[src/rtl/obi_pkg.sv]
// Shared types for the OBI command queue.
//   obi_state_e : issue FSM states
//   obi_cmd_t   : one buffered host command at the default 32/32 widths
//   ERR_CNT_W   : width of the saturating error counter
package obi_pkg;

  localparam int unsigned OBI_AW    = 32;
  localparam int unsigned OBI_DW    = 32;
  localparam int unsigned ERR_CNT_W = 8;

  typedef enum logic [1:0] {
    IDLE = 2'd0,
    REQ  = 2'd1,
    RESP = 2'd2,
    HOLD = 2'd3
  } obi_state_e;

  typedef struct packed {
    logic              we;
    logic [OBI_AW-1:0] addr;
    logic [OBI_DW-1:0] wdata;
  } obi_cmd_t;

endpackage

[src/rtl/obi_cmd_fifo.sv]
// Synchronous command FIFO with first-word fall-through head.
//   clk_i, rst_ni : clock, synchronous active-low reset (clears pointers/count)
//   push_i/data_i : write one entry (caller guarantees !full_o)
//   pop_i         : drop the head entry (caller guarantees !empty_o)
//   head_o        : current head entry, valid whenever !empty_o
//   full_o/empty_o: occupancy flags
module obi_cmd_fifo
  import obi_pkg::*;
#(
  parameter int unsigned DEPTH = 4,
  parameter type         T     = obi_cmd_t
) (
  input  logic clk_i,
  input  logic rst_ni,
  input  logic push_i,
  input  T     data_i,
  input  logic pop_i,
  output T     head_o,
  output logic full_o,
  output logic empty_o
);

  localparam int unsigned   PW       = $clog2(DEPTH);
  localparam logic [PW:0]   FULL_CNT = (PW+1)'(DEPTH);

  T              mem_q [DEPTH];
  logic [PW-1:0] wr_ptr_q;
  logic [PW-1:0] rd_ptr_q;
  logic [PW:0]   count_q;

  // Storage carries no reset; only pointers and count define validity.
  always_ff @(posedge clk_i) begin
    if (push_i) begin
      mem_q[wr_ptr_q] <= data_i;
    end
  end

  always_ff @(posedge clk_i) begin
    if (!rst_ni) begin
      wr_ptr_q <= '0;
      rd_ptr_q <= '0;
      count_q  <= '0;
    end else begin
      if (push_i) wr_ptr_q <= wr_ptr_q + 1'b1;
      if (pop_i)  rd_ptr_q <= rd_ptr_q + 1'b1;
      case ({push_i, pop_i})
        2'b10:   count_q <= count_q + 1'b1;
        2'b01:   count_q <= count_q - 1'b1;
        default: count_q <= count_q;
      endcase
    end
  end

  assign head_o  = mem_q[rd_ptr_q];
  assign full_o  = (count_q == FULL_CNT);
  assign empty_o = (count_q == '0);

endmodule

[src/rtl/obi_cmd_queue.sv]
// Host command queue feeding a single-outstanding OBI manager port.
//   cmd_*  : host command valid/ready input (we, addr, wdata)
//   obi_*  : OBI request (req/gnt address phase) and response (rvalid phase)
//   rsp_*  : host response valid/ready output (rdata, err)
//   err_cnt_o : saturating count of error responses
//
// state | meaning
// IDLE  | no transaction; leave when the FIFO holds a command
// REQ   | obi_req_o high with FIFO head on the bus; pop on grant
// RESP  | granted, waiting for rvalid
// HOLD  | response presented to the host until rsp_ready_i
module obi_cmd_queue
  import obi_pkg::*;
#(
  parameter int unsigned DEPTH = 4,
  parameter int unsigned AW    = OBI_AW,
  parameter int unsigned DW    = OBI_DW
) (
  input  logic                 clk_i,
  input  logic                 rst_ni,
  input  logic                 cmd_valid_i,
  output logic                 cmd_ready_o,
  input  logic                 cmd_we_i,
  input  logic [AW-1:0]        cmd_addr_i,
  input  logic [DW-1:0]        cmd_wdata_i,
  output logic                 obi_req_o,
  input  logic                 obi_gnt_i,
  output logic [AW-1:0]        obi_addr_o,
  output logic                 obi_we_o,
  output logic [DW/8-1:0]      obi_be_o,
  output logic [DW-1:0]        obi_wdata_o,
  input  logic                 obi_rvalid_i,
  input  logic [DW-1:0]        obi_rdata_i,
  input  logic                 obi_err_i,
  output logic                 rsp_valid_o,
  input  logic                 rsp_ready_i,
  output logic [DW-1:0]        rsp_rdata_o,
  output logic                 rsp_err_o,
  output logic [ERR_CNT_W-1:0] err_cnt_o
);

  // Same layout as obi_cmd_t, but following this instance's widths.
  typedef struct packed {
    logic          we;
    logic [AW-1:0] addr;
    logic [DW-1:0] wdata;
  } cmd_t;

  cmd_t cmd_in;
  cmd_t head;
  logic fifo_full;
  logic fifo_empty;
  logic push;
  logic pop;

  obi_state_e           state_q;
  logic                 req_q;
  logic                 we_q;
  logic                 rsp_valid_q;
  logic                 rsp_err_q;
  logic [DW-1:0]        rsp_rdata_q;
  logic [ERR_CNT_W-1:0] err_cnt_q;

  assign cmd_in = '{we: cmd_we_i, addr: cmd_addr_i, wdata: cmd_wdata_i};
  assign push   = cmd_valid_i && !fifo_full;
  // REQ is only entered with a non-empty FIFO, so a grant always has a head.
  assign pop    = (state_q == REQ) && obi_gnt_i;

  obi_cmd_fifo #(
    .DEPTH (DEPTH),
    .T     (cmd_t)
  ) u_fifo (
    .clk_i   (clk_i),
    .rst_ni  (rst_ni),
    .push_i  (push),
    .data_i  (cmd_in),
    .pop_i   (pop),
    .head_o  (head),
    .full_o  (fifo_full),
    .empty_o (fifo_empty)
  );

  always_ff @(posedge clk_i) begin
    if (!rst_ni) begin
      state_q     <= IDLE;
      req_q       <= 1'b0;
      we_q        <= 1'b0;
      rsp_valid_q <= 1'b0;
      rsp_err_q   <= 1'b0;
      rsp_rdata_q <= '0;
      err_cnt_q   <= '0;
    end else begin
      case (state_q)
        IDLE: begin
          if (!fifo_empty) begin
            state_q <= REQ;
            req_q   <= 1'b1;
          end
        end
        REQ: begin
          if (obi_gnt_i) begin
            state_q <= RESP;
            req_q   <= 1'b0;
            we_q    <= head.we;
          end
        end
        RESP: begin
          if (obi_rvalid_i) begin
            state_q     <= HOLD;
            rsp_valid_q <= 1'b1;
            rsp_err_q   <= obi_err_i;
            rsp_rdata_q <= we_q ? '0 : obi_rdata_i;
            if (obi_err_i && (err_cnt_q != '1)) begin
              err_cnt_q <= err_cnt_q + 1'b1;
            end
          end
        end
        HOLD: begin
          if (rsp_ready_i) begin
            state_q     <= IDLE;
            rsp_valid_q <= 1'b0;
          end
        end
        default: begin
          state_q <= IDLE;
          req_q   <= 1'b0;
        end
      endcase
    end
  end

  assign cmd_ready_o = !fifo_full;
  assign obi_req_o   = req_q;
  // Bus fields are driven only while requesting so idle/reset values are zero.
  assign obi_addr_o  = req_q ? head.addr  : '0;
  assign obi_we_o    = req_q ? head.we    : 1'b0;
  assign obi_wdata_o = req_q ? head.wdata : '0;
  assign obi_be_o    = '1;
  assign rsp_valid_o = rsp_valid_q;
  assign rsp_err_o   = rsp_err_q;
  assign rsp_rdata_o = rsp_rdata_q;
  assign err_cnt_o   = err_cnt_q;

endmodule

[config.mk]
export PLATFORM = sky130hd
export DESIGN_NAME = obi_cmd_queue
export DESIGN_NICKNAME = d
export VERILOG_FILES = /design/src/rtl/obi_pkg.sv /design/src/rtl/obi_cmd_fifo.sv /design/src/rtl/obi_cmd_queue.sv
export SDC_FILE = /design/constraint.sdc
export NUM_CORES = 1
export LEC_CHECK = 0
export BUFFER_PORTS_ARGS = -buffer_cell sky130_fd_sc_hd__buf_2
export CAP_MARGIN = 15
export CORE_MARGIN = 2
export CORE_UTILIZATION = 60
export CTS_CLUSTER_DIAMETER = 120
export DETAILED_ROUTE_END_ITERATION = 7
export PLACE_DENSITY = 0.93
export SETUP_SLACK_MARGIN = 0.15
export SLEW_MARGIN = 25
export SYNTH_ARGS = -nofsm -noshare
export SYNTH_HDL_FRONTEND = slang
export SYNTH_SLANG_ARGS = --single-unit
[constraint.sdc]
create_clock -name clk_i -period 4.6 [get_ports clk_i]
set_input_delay 0.69 -clock clk_i [delete_from_list [all_inputs] [get_ports clk_i]]
set_output_delay 0.69 -clock clk_i [all_outputs]
set_load 0.005 [all_outputs]
==> metrics.log, run 1 <==
INFO  metric fill_cells = 1233
INFO  metric worst_setup_path_end_kind = output port
INFO  metric total_switching_power = 1.679 mW
INFO  metric timing_worst_setup_path_type = flop to output port
INFO  metric post_detailed_routing_wire_length = ~25000 µm
INFO  metric synth-seq-cells = 315
INFO  metric synth.yosys.seq_area_share = 72.14%
INFO  metric std_cell_rows = 52
INFO  metric fmaxAchievable = 0.2998 GHz
INFO  metric power_per_cell_area = between 400 and 500 nW/µm²
INFO  metric netlist_top_cells_area = edfxtp_1 63%, mux4_2 12%, dfxtp_1 8.9%
INFO  metric cts_buffers = 31
INFO  metric hpwl = ~15000 µm
INFO  metric synth_async_reset_ratio = 0%
INFO  metric synth_top_flop_cell = edfxtp_1
INFO  metric layout-area-overhead-vs-synth = 18.00%
INFO  metric post_cts_buffers = 0
INFO  metric detail_route.wl_per_cell = around 21 µm
INFO  metric wire_length_of_the_first_global_routing_pass = 38680 µm
INFO  metric multi_input_comb_area = 3164 µm²
INFO  metric irDropWorstVdd = around 380 µV
INFO  metric drv.max_cap_violation_count = 0
INFO  metric drt_iter0_markers = 396
INFO  metric sw_frac_of_total = ~25%
INFO  metric crit-reg2reg-launch = u_fifo.count_q[0]
INFO  metric worst_ep_required_time = approximately 3900 ps
INFO  metric timing.final.crit_share = approximately 73%
INFO  metric grt_max_degree = between 60 and 70
INFO  metric power.clock.fraction = 33.5%
INFO  metric path_clk_slew = around 60 ps
INFO  metric final_setup_violation_count = 0
INFO  metric clock_skew = ~10 ps
INFO  metric share_of_total_power_in_sequential_cells = 50.7%
INFO  metric synth_enable_flop_cells = 260
INFO  metric drt_antenna_net_count = 0
INFO  metric p_int = 5.158 mW
INFO  metric hold_viol_final = 0
INFO  metric cell_area_placed = between 10000 and 15000 µm²
INFO  metric layout.cells.non_filler = about 1200
INFO  metric core_area = 20230 µm²
INFO  metric route.detailed.drc = 0
INFO  metric fin_nets = between 1000 and 1500
INFO  metric sequential_cell_area = approximately 8900 µm²
INFO  metric antennaDiodeCount = 0
INFO  metric synthDominantCellAreaShare = 63.22%
INFO  metric hp-start = cmd_addr_i[20]
INFO  metric placed_cells = between 1000 and 1500
INFO  metric cts_hold_buffers = 0
INFO  metric post-route-cell-area = 14570 µm²
INFO  metric cp.arrival = 2650 ps
INFO  metric layout_common_cells = 260 x edfxtp_1, 212 x buf_2, 68 x and2_1
INFO  metric syn_avg_cell_area = around 18 µm²
INFO  metric die_area = between 20000 and 25000 µm²
INFO  metric synth_top_cell_by_area = edfxtp_1
INFO  metric netlist-cell-type-count = 42
INFO  metric combPwrFrac = around 16%
INFO  metric min_period = ~3300 ps
INFO  metric clock_sinks = around 320
INFO  metric max_h_tree_level = 1
INFO  metric p_total = 6.837 mW
INFO  metric place.port_buffers = ~210
INFO  metric share_of_layout_cells_above_drive_strength_1 = 36.68%
INFO  metric worst-slew-pin-transition = ~1000 ps
INFO  metric gr-total-overflow = 0
INFO  metric initial_core_util = between 60% and 70%
INFO  metric io-pin-count = ~220
INFO  metric crit_path_max_fo = 36
INFO  metric status = complete, no violations
INFO  metric fp.dieW = ~150 µm
INFO  metric gate_count_of_the_mapped_netlist = a little over 700
INFO  metric ys_warn_count = 0
INFO  metric detailed_route_via_count = between 7000 and 8000
INFO  metric drt-pass1-iter-count = 4
INFO  metric worst_skew_pair.late_latency = 540 ps
INFO  metric post_synth_instance_area = 12350 µm²
INFO  metric commonest_non_fill_non_tap_cell_in_the_layout = edfxtp_1
INFO  metric grt_antenna_before_repair = 1
INFO  metric first_global_vias = 7300
INFO  metric cts_repair_resize_count = 0
INFO  metric global_route.usage.total = 22.85%
INFO  metric cp-start-kind = flop
INFO  metric die_height = 147.5 µm
INFO  metric cts_root_buffer = clkbuf_16
INFO  metric timing.hold.worst.class = primary input to flop
INFO  metric worst_slew_margin_relative_to_its_limit = 32.72%
INFO  metric cts-root-to-sink-buffers = 3
INFO  metric final-max-slew-violation-count = 0
INFO  metric vias_per_cell = around 5.8
INFO  metric grt_setup_unrepaired = no
INFO  metric static_leakage = 5.281 nW
INFO  metric tns = 0 ps
INFO  metric gp_routability_congestion = ~0.81
INFO  metric cts_tree = done
## stage by stage
step                setup WS (ps)  hold slack [ps]  utilization, %
floorplan                    1645            448.3               -
global placement             1822            436.3           67.09
detailed placement           1770            442.5           67.10
CTS                          1162            341.4           71.69
global route                 1053            342.9           72.02
finish                       1265            364.1           72.02
## routing by layer
| layer | wire (µm) | vias up | global-route usage [%] |
|---|---|---|---|
| met4 | 512 | 2 | 6.298 |
| met1 | 9769 | 3526 | 29.65 |
| li1 | - | 3148 | - |
| met2 | 12710 | 280 | 39.35 |
| met3 | 1819 | 48 | 5.401 |
| met5 | 13 | - | 0 |
## final timing paths
| kind | slack (ps) | depth (start not counted) | to |
|---|---|---|---|
| max | 1260 | 4 | obi_addr_o[27] |
| min reg2reg | 450 | 2 | rsp_rdata_o[28] |
| min | 360 | 1 | u_fifo.mem_q[3][52] |
| max reg2reg | 2230 | 8 | u_fifo.count_q[2] |
## area by class of cell
class | count | area share [%]
timing repair buffer | 221 | 8.054
clock buffer | 43 | 5.924
clock inverter | 12 | 0.4379
sequential | 315 | 61.19
tap | 270 | 2.318
inverter | 14 | 0.3606
multi-input combinational | 330 | 21.71
## Yosys cell counts (8+ instances only)
| master | count |
|---|---|
| ha_1 | 10 |
| mux4_2 | 65 |
| nand2_1 | 46 |
| edfxtp_1 | 260 |
| a21oi_1 | 41 |
| clkbuf_1 | 26 |
| and2_1 | 68 |
| nand4b_1 | 32 |
| buf_2 | 11 |
| and3_1 | 8 |
| inv_1 | 14 |
| dfxtp_1 | 55 |
## sequential cells by signal, indices dropped and copies added, names as in the netlist, 2 cells and up, named ones only
| name | count |
|---|---|
| u_fifo.wr_ptr_q | 2 |
| u_fifo.count_q | 3 |
| state_q | 2 |
| err_cnt_o | 8 |
| u_fifo.rd_ptr_q | 2 |
| u_fifo.mem_q | 260 |
| rsp_rdata_o | 32 |
## power by group through the flow
stage               Combinational, mW  Clock, mW  Sequential, mW
floorplan                       0.783          0            3.42
global placement                 1.04          0            3.51
global route                     1.19       2.43            3.49
finish                           1.08       2.29            3.47
CTS                              1.09       2.33            3.47
detailed placement               1.08          0            3.53
## kinds of logic (layout without fill, tap and decap cells)
group                    Yosys count  in the layout  share of synthesized area, %
flip-flops                       315            315                         72.14
AND/OR/NAND/NOR                  183            183                         8.805
multiplexers                      70             70                         12.26
buffers and inverters             63            290                         2.513
AO/OA/AOI/OAI                     58             58                         2.796
adder cells (fa/ha/maj)           11             11                         1.175
XOR/XNOR                           4              4                        0.2837
other                              1              4                       0.03037
## worst max-delay path, cell delays in order (launching register included)
cell and delay (ps):
dfxtp_4 830, buf_4 380, mux4_2 550, and2_1 190, buf_2 130
No activity file was read; power rests on OpenSTA's default activity.
==> inputs of run 2 (changes only) <==
--- a/config.mk
+++ b/config.mk
@@ -8,10 +8,10 @@
 export BUFFER_PORTS_ARGS = -buffer_cell sky130_fd_sc_hd__buf_2
 export CAP_MARGIN = 15
 export CORE_MARGIN = 2
-export CORE_UTILIZATION = 60
+export CORE_UTILIZATION = 56
 export CTS_CLUSTER_DIAMETER = 120
 export DETAILED_ROUTE_END_ITERATION = 7
-export PLACE_DENSITY = 0.93
+export PLACE_DENSITY = 0.88
 export SETUP_SLACK_MARGIN = 0.15
 export SLEW_MARGIN = 25
 export SYNTH_ARGS = -nofsm -noshare
==> constraint.sdc (replaced) <==
create_clock -name clk_i -period 3.4 [get_ports clk_i]
set_input_delay 0.51 -clock clk_i [delete_from_list [all_inputs] [get_ports clk_i]]
set_output_delay 0.51 -clock clk_i [all_outputs]
set_load 0.005 [all_outputs]
==> run 2 against run 1 <==
Against the previous run: die area grew 6.9%; final cell count grew 1.5%; global-route usage shrank 2.4 points; via count shrank 0.74%; core utilization shrank 4.6 points; routed wire length shrank 2.6%; sequential share of layout area shrank 0.36 points; largest power group unchanged.
==> metrics.log, run 2 (synthesized netlist as in run 1, its figures left out) <==
INFO  metric status = complete, no violations (unchanged)
INFO  metric worst_setup_path_end_kind = output port (unchanged)
INFO  metric global_route.usage.total = 20.47% (was 22.85%)
INFO  metric gp_routability_congestion = 0.7729 (was 0.8128)
INFO  metric max_h_tree_level = 1 (unchanged)
INFO  metric drv.max_cap_violation_count = 0 (unchanged)
INFO  metric std_cell_rows = 54 (was 52)
INFO  metric crit_path_max_fo = 19 (was 36)
INFO  metric cp_cell_sequence = buf_4 > mux4_2 > and2_1 > buf_2 (unchanged)
INFO  metric tns = 0 ps (unchanged)
INFO  metric fp.dieW = 152.5 µm (was 147.5 µm)
INFO  metric die_area = 23260 µm² (was 21750 µm²)
INFO  metric static_leakage = 5.303 nW (was 5.281 nW)
INFO  metric layout.cells.non_filler = 1223 (was 1205)
INFO  metric holdPathEnd = u_fifo.mem_q[1][57] (was u_fifo.mem_q[3][52])
INFO  metric core_area = 21760 µm² (was 20230 µm²)
INFO  metric worst_skew_pair.late_latency = 550 ps (was 540 ps)
INFO  metric wire_length_of_the_first_global_routing_pass = 38000 µm (was 38680 µm)
INFO  metric initial_core_util = 56.76% (was 61.03%)
INFO  metric hpwl = 14380 µm (was 15010 µm)
INFO  metric biggest_register = u_fifo.mem_q (unchanged)
INFO  metric worstReg2RegEnd = u_fifo.count_q[2] (unchanged)
INFO  metric hold_viol_final = 0 (unchanged)
INFO  metric drt-pass1-iter-count = 6 (was 4)
INFO  metric grt_setup_unrepaired = no (unchanged)
INFO  metric cp.arrival = 2370 ps (was 2650 ps)
INFO  metric final-max-slew-violation-count = 0 (unchanged)
INFO  metric layout-area-overhead-vs-synth = 18.70% (was 18.00%)
INFO  metric share_of_layout_cells_above_drive_strength_1 = 36.88% (was 36.68%)
INFO  metric first_global_vias = 7151 (was 7300)
INFO  metric gr-total-overflow = 0 (unchanged)
INFO  metric placed_cells = 1161 (was 1147)
INFO  metric timing.hold.worst.class = primary input to flop (unchanged)
INFO  metric place.port_buffers = 212 (unchanged)
INFO  metric critPathMaxStageDelay = 630 ps (was 830 ps)
INFO  metric hp-start = cmd_addr_i[25] (was cmd_addr_i[20])
INFO  metric grt_max_degree = 66 (unchanged)
INFO  metric commonest_non_fill_non_tap_cell_in_the_layout = edfxtp_1 (unchanged)
INFO  metric timing_worst_setup_path_type = flop to output port (unchanged)
INFO  metric fin_nets = 1032 (was 1028)
INFO  metric min_path_cells = 1 (unchanged)
INFO  metric io-pin-count = 217 (unchanged)
INFO  metric reg_to_reg_slack_setup = 1000 ps (was 2230 ps)
INFO  metric cts_hold_buffers = 0 (unchanged)
INFO  metric cts_repair_resize_count = 0 (unchanged)
INFO  metric grt_antenna_before_repair = 4 (was 1)
INFO  metric fmaxAchievable = about 0.35 GHz
INFO  metric path_clk_slew = 60 ps (about the same)
INFO  metric min_period = between 2000 and 3000 ps
INFO  metric final_setup_violation_count = 0 (unchanged)
INFO  metric worst_ep_required_time = 2890 ps (was 3910 ps)
INFO  metric die_height = 152.5 µm (was 147.5 µm)
INFO  metric slowest_stage_cell_cp = dfxtp_4 (unchanged)
INFO  metric route.detailed.drc = 0 (unchanged)
INFO  metric drt_iter0_markers = 418 (was 396)
INFO  metric cts-root-to-sink-buffers = 3 (unchanged)
INFO  metric cts_tree = done (unchanged)
INFO  metric clock_sinks = 315 (unchanged)
INFO  metric crit-reg2reg-launch = u_fifo.count_q[2] (was u_fifo.count_q[0])
INFO  metric r2r_cells = 8 (unchanged)
INFO  metric largest_register_ff_count = 260 (unchanged)
INFO  metric worst_slew_margin_relative_to_its_limit = 32.00% (was 32.72%)
INFO  metric power_per_cell_area = 639.3 nW/µm² (was 469.2 nW/µm²)
INFO  metric cts_root_buffer = clkbuf_16 (unchanged)
INFO  metric irDropWorstVdd = 499.8 µV (was 377.1 µV)
INFO  metric drt_antenna_net_count = 0 (unchanged)
INFO  metric worst-slew-pin-transition = 1020 ps (was 1009 ps)
INFO  metric detailed_route_via_count = 6952 (was 7004)
INFO  metric detail_route.wl_per_cell = 19.77 µm (was 20.60 µm)
INFO  metric cp-start-kind = flop (unchanged)
INFO  metric timing.final.crit_share = approximately 85%
INFO  metric cts_buffers = 31 (unchanged)
INFO  metric clock_skew = 16.36 ps (was 9.994 ps)
INFO  metric post_detailed_routing_wire_length = 24170 µm (was 24830 µm)
INFO  metric layout_common_cells = 260 x edfxtp_1, 212 x buf_2, 68 x and2_1 (unchanged)
INFO  metric vias_per_cell = 5.684 (was 5.812)
INFO  metric post_cts_buffers = 0 (unchanged)
-- run 2: metrics by stage --
step                worst slack, ps  utilization (%)  power [mW]  hold slack [ps]  cell area (µm²)
detailed placement             1038            62.65       6.247            440.3            13630
global placement               1096            62.65       6.200            435.8            13630
floorplan                     624.7                -       5.690            448.3            12360
global route                  362.9            67.37       9.748            155.7            14660
finish                        517.8            67.38       9.372            172.4            14660
CTS                           449.9            67.08       9.447            147.1            14590
-- run 2: final cells by class --
cell class / count / area (µm²)
clock inverter: 21 / 168.9
clock buffer: 36 / 794.5
inverter: 14 / 52.55
fill: 1436 / 7097
antenna: 2 / 5.005
tap: 280 / 350.3
multi-input combinational: 330 / 3162
timing repair buffer: 225 / 1209
sequential: 315 / 8917
-- run 2: worst max path at each step --
stage	from	to	slack [ps]	cells after the start
after floorplan	cmd_valid_i	u_fifo.mem_q[0][0]	620	2
after global placement	u_fifo.count_q[0]	u_fifo.count_q[2]	1100	8
after detailed placement	u_fifo.count_q[2]	u_fifo.count_q[2]	1040	8
after CTS	flop	obi_wdata_o[11]	450	4
after global routing	flop	obi_wdata_o[22]	360	4
final	flop	obi_wdata_o[11]	520	4
-- run 2: report_power, final --
group          switching, mW  internal, mW
clock                   1.38          1.82
sequential             0.161          4.47
combinational          0.774         0.768
total                   2.31          7.06
-- run 2: critical path, delay by kind of cell (launching register included) --
kind | cells | cell delay (ps)
simple gates | 1 | 190
mux | 1 | 530
buf+inv | 2 | 470
flops | 1 | 630
-- run 2: metal layers --
layer | global-route usage (%) | wire (µm) | vias up
li1 | - | - | 3163
met1 | 26.28 | 9701 | 3463
met2 | 34.94 | 12020 | 257
met3 | 4.352 | 1662 | 67
met4 | 7.451 | 775 | 2
met5 | 0 | 13 | -
==> inputs of run 3 (changes only) <==
--- a/config.mk
+++ b/config.mk
@@ -8,10 +8,10 @@
 export BUFFER_PORTS_ARGS = -buffer_cell sky130_fd_sc_hd__buf_2
 export CAP_MARGIN = 15
 export CORE_MARGIN = 2
-export CORE_UTILIZATION = 56
+export CORE_UTILIZATION = 50
 export CTS_CLUSTER_DIAMETER = 120
 export DETAILED_ROUTE_END_ITERATION = 7
-export PLACE_DENSITY = 0.88
+export PLACE_DENSITY = 0.83
 export SETUP_SLACK_MARGIN = 0.15
 export SLEW_MARGIN = 25
 export SYNTH_ARGS = -nofsm -noshare
==> constraint.sdc (replaced) <==
create_clock -name clk_i -period 2.6 [get_ports clk_i]
set_input_delay 0.39 -clock clk_i [delete_from_list [all_inputs] [get_ports clk_i]]
set_output_delay 0.39 -clock clk_i [all_outputs]
set_load 0.005 [all_outputs]
==> run 3 against run 2 <==
Against the previous run: combinational power up 73%; final area up 5.1%; clock power up 30%; worst hold slack worse by 110 ps; largest power group unchanged.
==> metrics.log, run 3 (synthesized netlist as in run 1, its figures left out) <==
INFO  metric status = complete, no violations (unchanged)
INFO  metric core_area = 24320 µm² (was 21760 µm²)
INFO  metric cts_root_buffer = clkbuf_16 (unchanged)
INFO  metric largest_register_ff_count = 260 (unchanged)
INFO  metric first_global_vias = 7151 (unchanged)
INFO  metric vias_per_cell = 5.509 (was 5.684)
INFO  metric detail_route.wl_per_cell = 20.97 µm (was 19.77 µm)
INFO  metric biggest_register = u_fifo.mem_q (unchanged)
INFO  metric die_height = 161.2 µm (was 152.5 µm)
INFO  metric layout-area-overhead-vs-synth = 24.73% (was 18.70%)
INFO  metric worst-slew-pin-transition = 922.8 ps (was 1020 ps)
INFO  metric layout_common_cells = 260 x edfxtp_1, 182 x buf_2, 65 x mux4_2 (was 260 x edfxtp_1, 212 x buf_2, 68 x and2_1)
INFO  metric final_setup_violation_count = 0 (unchanged)
INFO  metric cp-start-kind = flop (unchanged)
INFO  metric r2r_cells = 10 (was 8)
INFO  metric p_total = 12.85 mW (was 9.372 mW)
INFO  metric critPathMaxStageDelay = 520 ps (was 630 ps)
INFO  metric worstPathBufferInverterCount = 3 (was 2)
INFO  metric cp_top_family = multiplexers (was flip-flops)
INFO  metric min_period = approximately 2500 ps
INFO  metric timing_worst_setup_path_type = flop to output port (unchanged)
INFO  metric place_worst_setup_slack = 433.5 ps (was 1038 ps)
INFO  metric die_area = 25970 µm² (was 23260 µm²)
INFO  metric fill_cells = 1700 (was 1436)
INFO  metric detailed_route_via_count = 7106 (was 6952)
INFO  metric drv.max_cap_violation_count = 0 (unchanged)
INFO  metric cp.arrival = 2070 ps (was 2370 ps)
INFO  metric grt_setup_unrepaired = yes (was no)
INFO  metric grt_max_degree = 43 (was 66)
INFO  metric worst_ep_required_time = 2210 ps (was 2890 ps)
INFO  metric static_leakage = 5.578 nW (was 5.303 nW)
INFO  metric cts_tree = done (unchanged)
INFO  metric max_h_tree_level = 1 (unchanged)
INFO  metric place.port_buffers = 212 (unchanged)
INFO  metric post_detailed_routing_wire_length = 27060 µm (was 24170 µm)
INFO  metric drt_antenna_net_count = 0 (unchanged)
INFO  metric holdPathEnd = u_fifo.mem_q[3][20] (was u_fifo.mem_q[1][57])
INFO  metric clock_sinks = 315 (unchanged)
INFO  metric tns = 0 ps (unchanged)
INFO  metric io-pin-count = 217 (unchanged)
INFO  metric slowest_stage_cell_cp = mux4_2 (was dfxtp_4)
INFO  metric route.detailed.drc = 0 (unchanged)
INFO  metric cts-root-to-sink-buffers = 3 (unchanged)
INFO  metric gp_routability_congestion = 0.7743 (was 0.7729)
INFO  metric fp.dieW = 161.2 µm (was 152.5 µm)
INFO  metric hp-start = cmd_wdata_i[20] (was cmd_addr_i[25])
INFO  metric power_per_cell_area = 834.3 nW/µm² (was 639.3 nW/µm²)
INFO  metric commonest_non_fill_non_tap_cell_in_the_layout = edfxtp_1 (unchanged)
INFO  metric crit_path_max_fo = 6 (was 19)
INFO  metric worst_skew_pair.late_latency = 540 ps (was 550 ps)
INFO  metric share_of_layout_cells_above_drive_strength_1 = 41.91% (was 36.88%)
INFO  metric cts_buffers = 31 (unchanged)
INFO  metric hold_ws = 60.87 ps (was 172.4 ps)
INFO  metric worstReg2RegEnd = u_fifo.count_q[2] (unchanged)
INFO  metric clock_skew = 7.855 ps (was 16.36 ps)
INFO  metric std_cell_rows = 57 (was 54)
INFO  metric wire_length_of_the_first_global_routing_pass = 39410 µm (was 38000 µm)
INFO  metric cts_hold_buffers = 0 (unchanged)
INFO  metric hpwl = 15470 µm (was 14380 µm)
INFO  metric reg_to_reg_slack_setup = 410 ps (was 1000 ps)
INFO  metric global_route.usage.total = 19.55% (was 20.47%)
INFO  metric min_path_cells = 1 (unchanged)
INFO  metric path_clk_slew = 70 ps (was 60 ps)
INFO  metric grt_antenna_before_repair = 2 (was 4)
INFO  metric drt-pass1-iter-count = 7 (was 6)
INFO  metric fin_nets = 1056 (was 1032)
INFO  metric gr-total-overflow = 0 (unchanged)
INFO  metric timing.final.crit_share = between 90 and 100%
INFO  metric final-max-slew-violation-count = 0 (unchanged)
INFO  metric worst_setup_path_end_kind = output port (unchanged)
INFO  metric timing.hold.worst.class = primary input to flop (unchanged)
INFO  metric setup_ws = 137.7 ps (was 517.8 ps)
INFO  metric crit-reg2reg-launch = state_q[1] (was u_fifo.count_q[2])
INFO  metric hold_viol_final = 0 (unchanged)
INFO  metric initial_core_util = 50.78% (was 56.76%)
INFO  metric fmaxAchievable = between 0.4 and 0.5 GHz
INFO  metric cp_cell_sequence = buf_12 > clkbuf_16 > mux4_2 > and2_4 > buf_6 (was buf_4 > mux4_2 > and2_1 > buf_2)
INFO  metric drt_iter0_markers = 527 (was 418)
INFO  metric irDropWorstVdd = 963.6 µV (was 499.8 µV)
INFO  metric worst_slew_margin_relative_to_its_limit = 38.39% (was 32.00%)
[run 3: how the worst max path moves through the flow]
stage                     slack (ps)  cells past startpoint                end
final                            140                      5    obi_wdata_o[13]
after global routing              70                      5    obi_wdata_o[13]
after detailed placement         430                     10  u_fifo.count_q[2]
after global placement           470                     10  u_fifo.count_q[2]
after CTS                         70                      4      obi_addr_o[7]
after floorplan                  420                      9  u_fifo.count_q[2]
[run 3: area by class of cell]
type	instances	area, µm²	share of cell area [%]
Inverter	14	52.55	0.3412
Antenna cell	2	5.005	0.03249
Clock inverter	22	163.9	1.064
Sequential cell	315	8917	57.89
Timing Repair Buffer	249	1826	11.85
Multi-Input combinational cell	330	3247	21.08
Clock buffer	34	787.0	5.109
Tap cell	324	405.4	2.632
[run 3: stage by stage]
step                      instances  instance area, µm²  util [%]
after global routing           1290               15400     63.34
after floorplan                 708               12370         -
after CTS                      1276               14900     61.27
final                          1290               15400     63.34
after detailed placement       1216               13840     56.92
after global placement         1216               13840     56.92
[run 3: layer usage]
| layer | wire length, µm | global-route usage (%) |
|---|---|---|
| met5 | 0 | 0 |
| met4 | 545 | 4.951 |
| met3 | 1735 | 4.494 |
| met2 | 13640 | 34.00 |
| met1 | 11140 | 25.09 |
[run 3: worst reg2reg max path, cell delays in order, from the launching register on]
cell and delay, ps:
dfxtp_1 330, inv_1 80, ha_1 220, nand2_1 140, inv_1 80, ha_1 180
inv_1 70, fa_1 430, xor2_1 160, or3_1 310, a21oi_1 130
[run 3: timing repair]
| action | CTS | global route |
|---|---|---|
| buffers inserted | 2 | 4 |
| gates cloned | 2 | 8 |
| endpoints found under the setup margin | 43 | 63 |
| hold endpoints to repair | 0 | 0 |
| gates resized for setup | 3 | 71 |
[run 3: where the power goes]
part / switching (mW) / internal [mW]
registers: 0.178 / 5.84
logic: 1.22 / 1.45
clock network: 1.80 / 2.37
total: 3.19 / 9.66
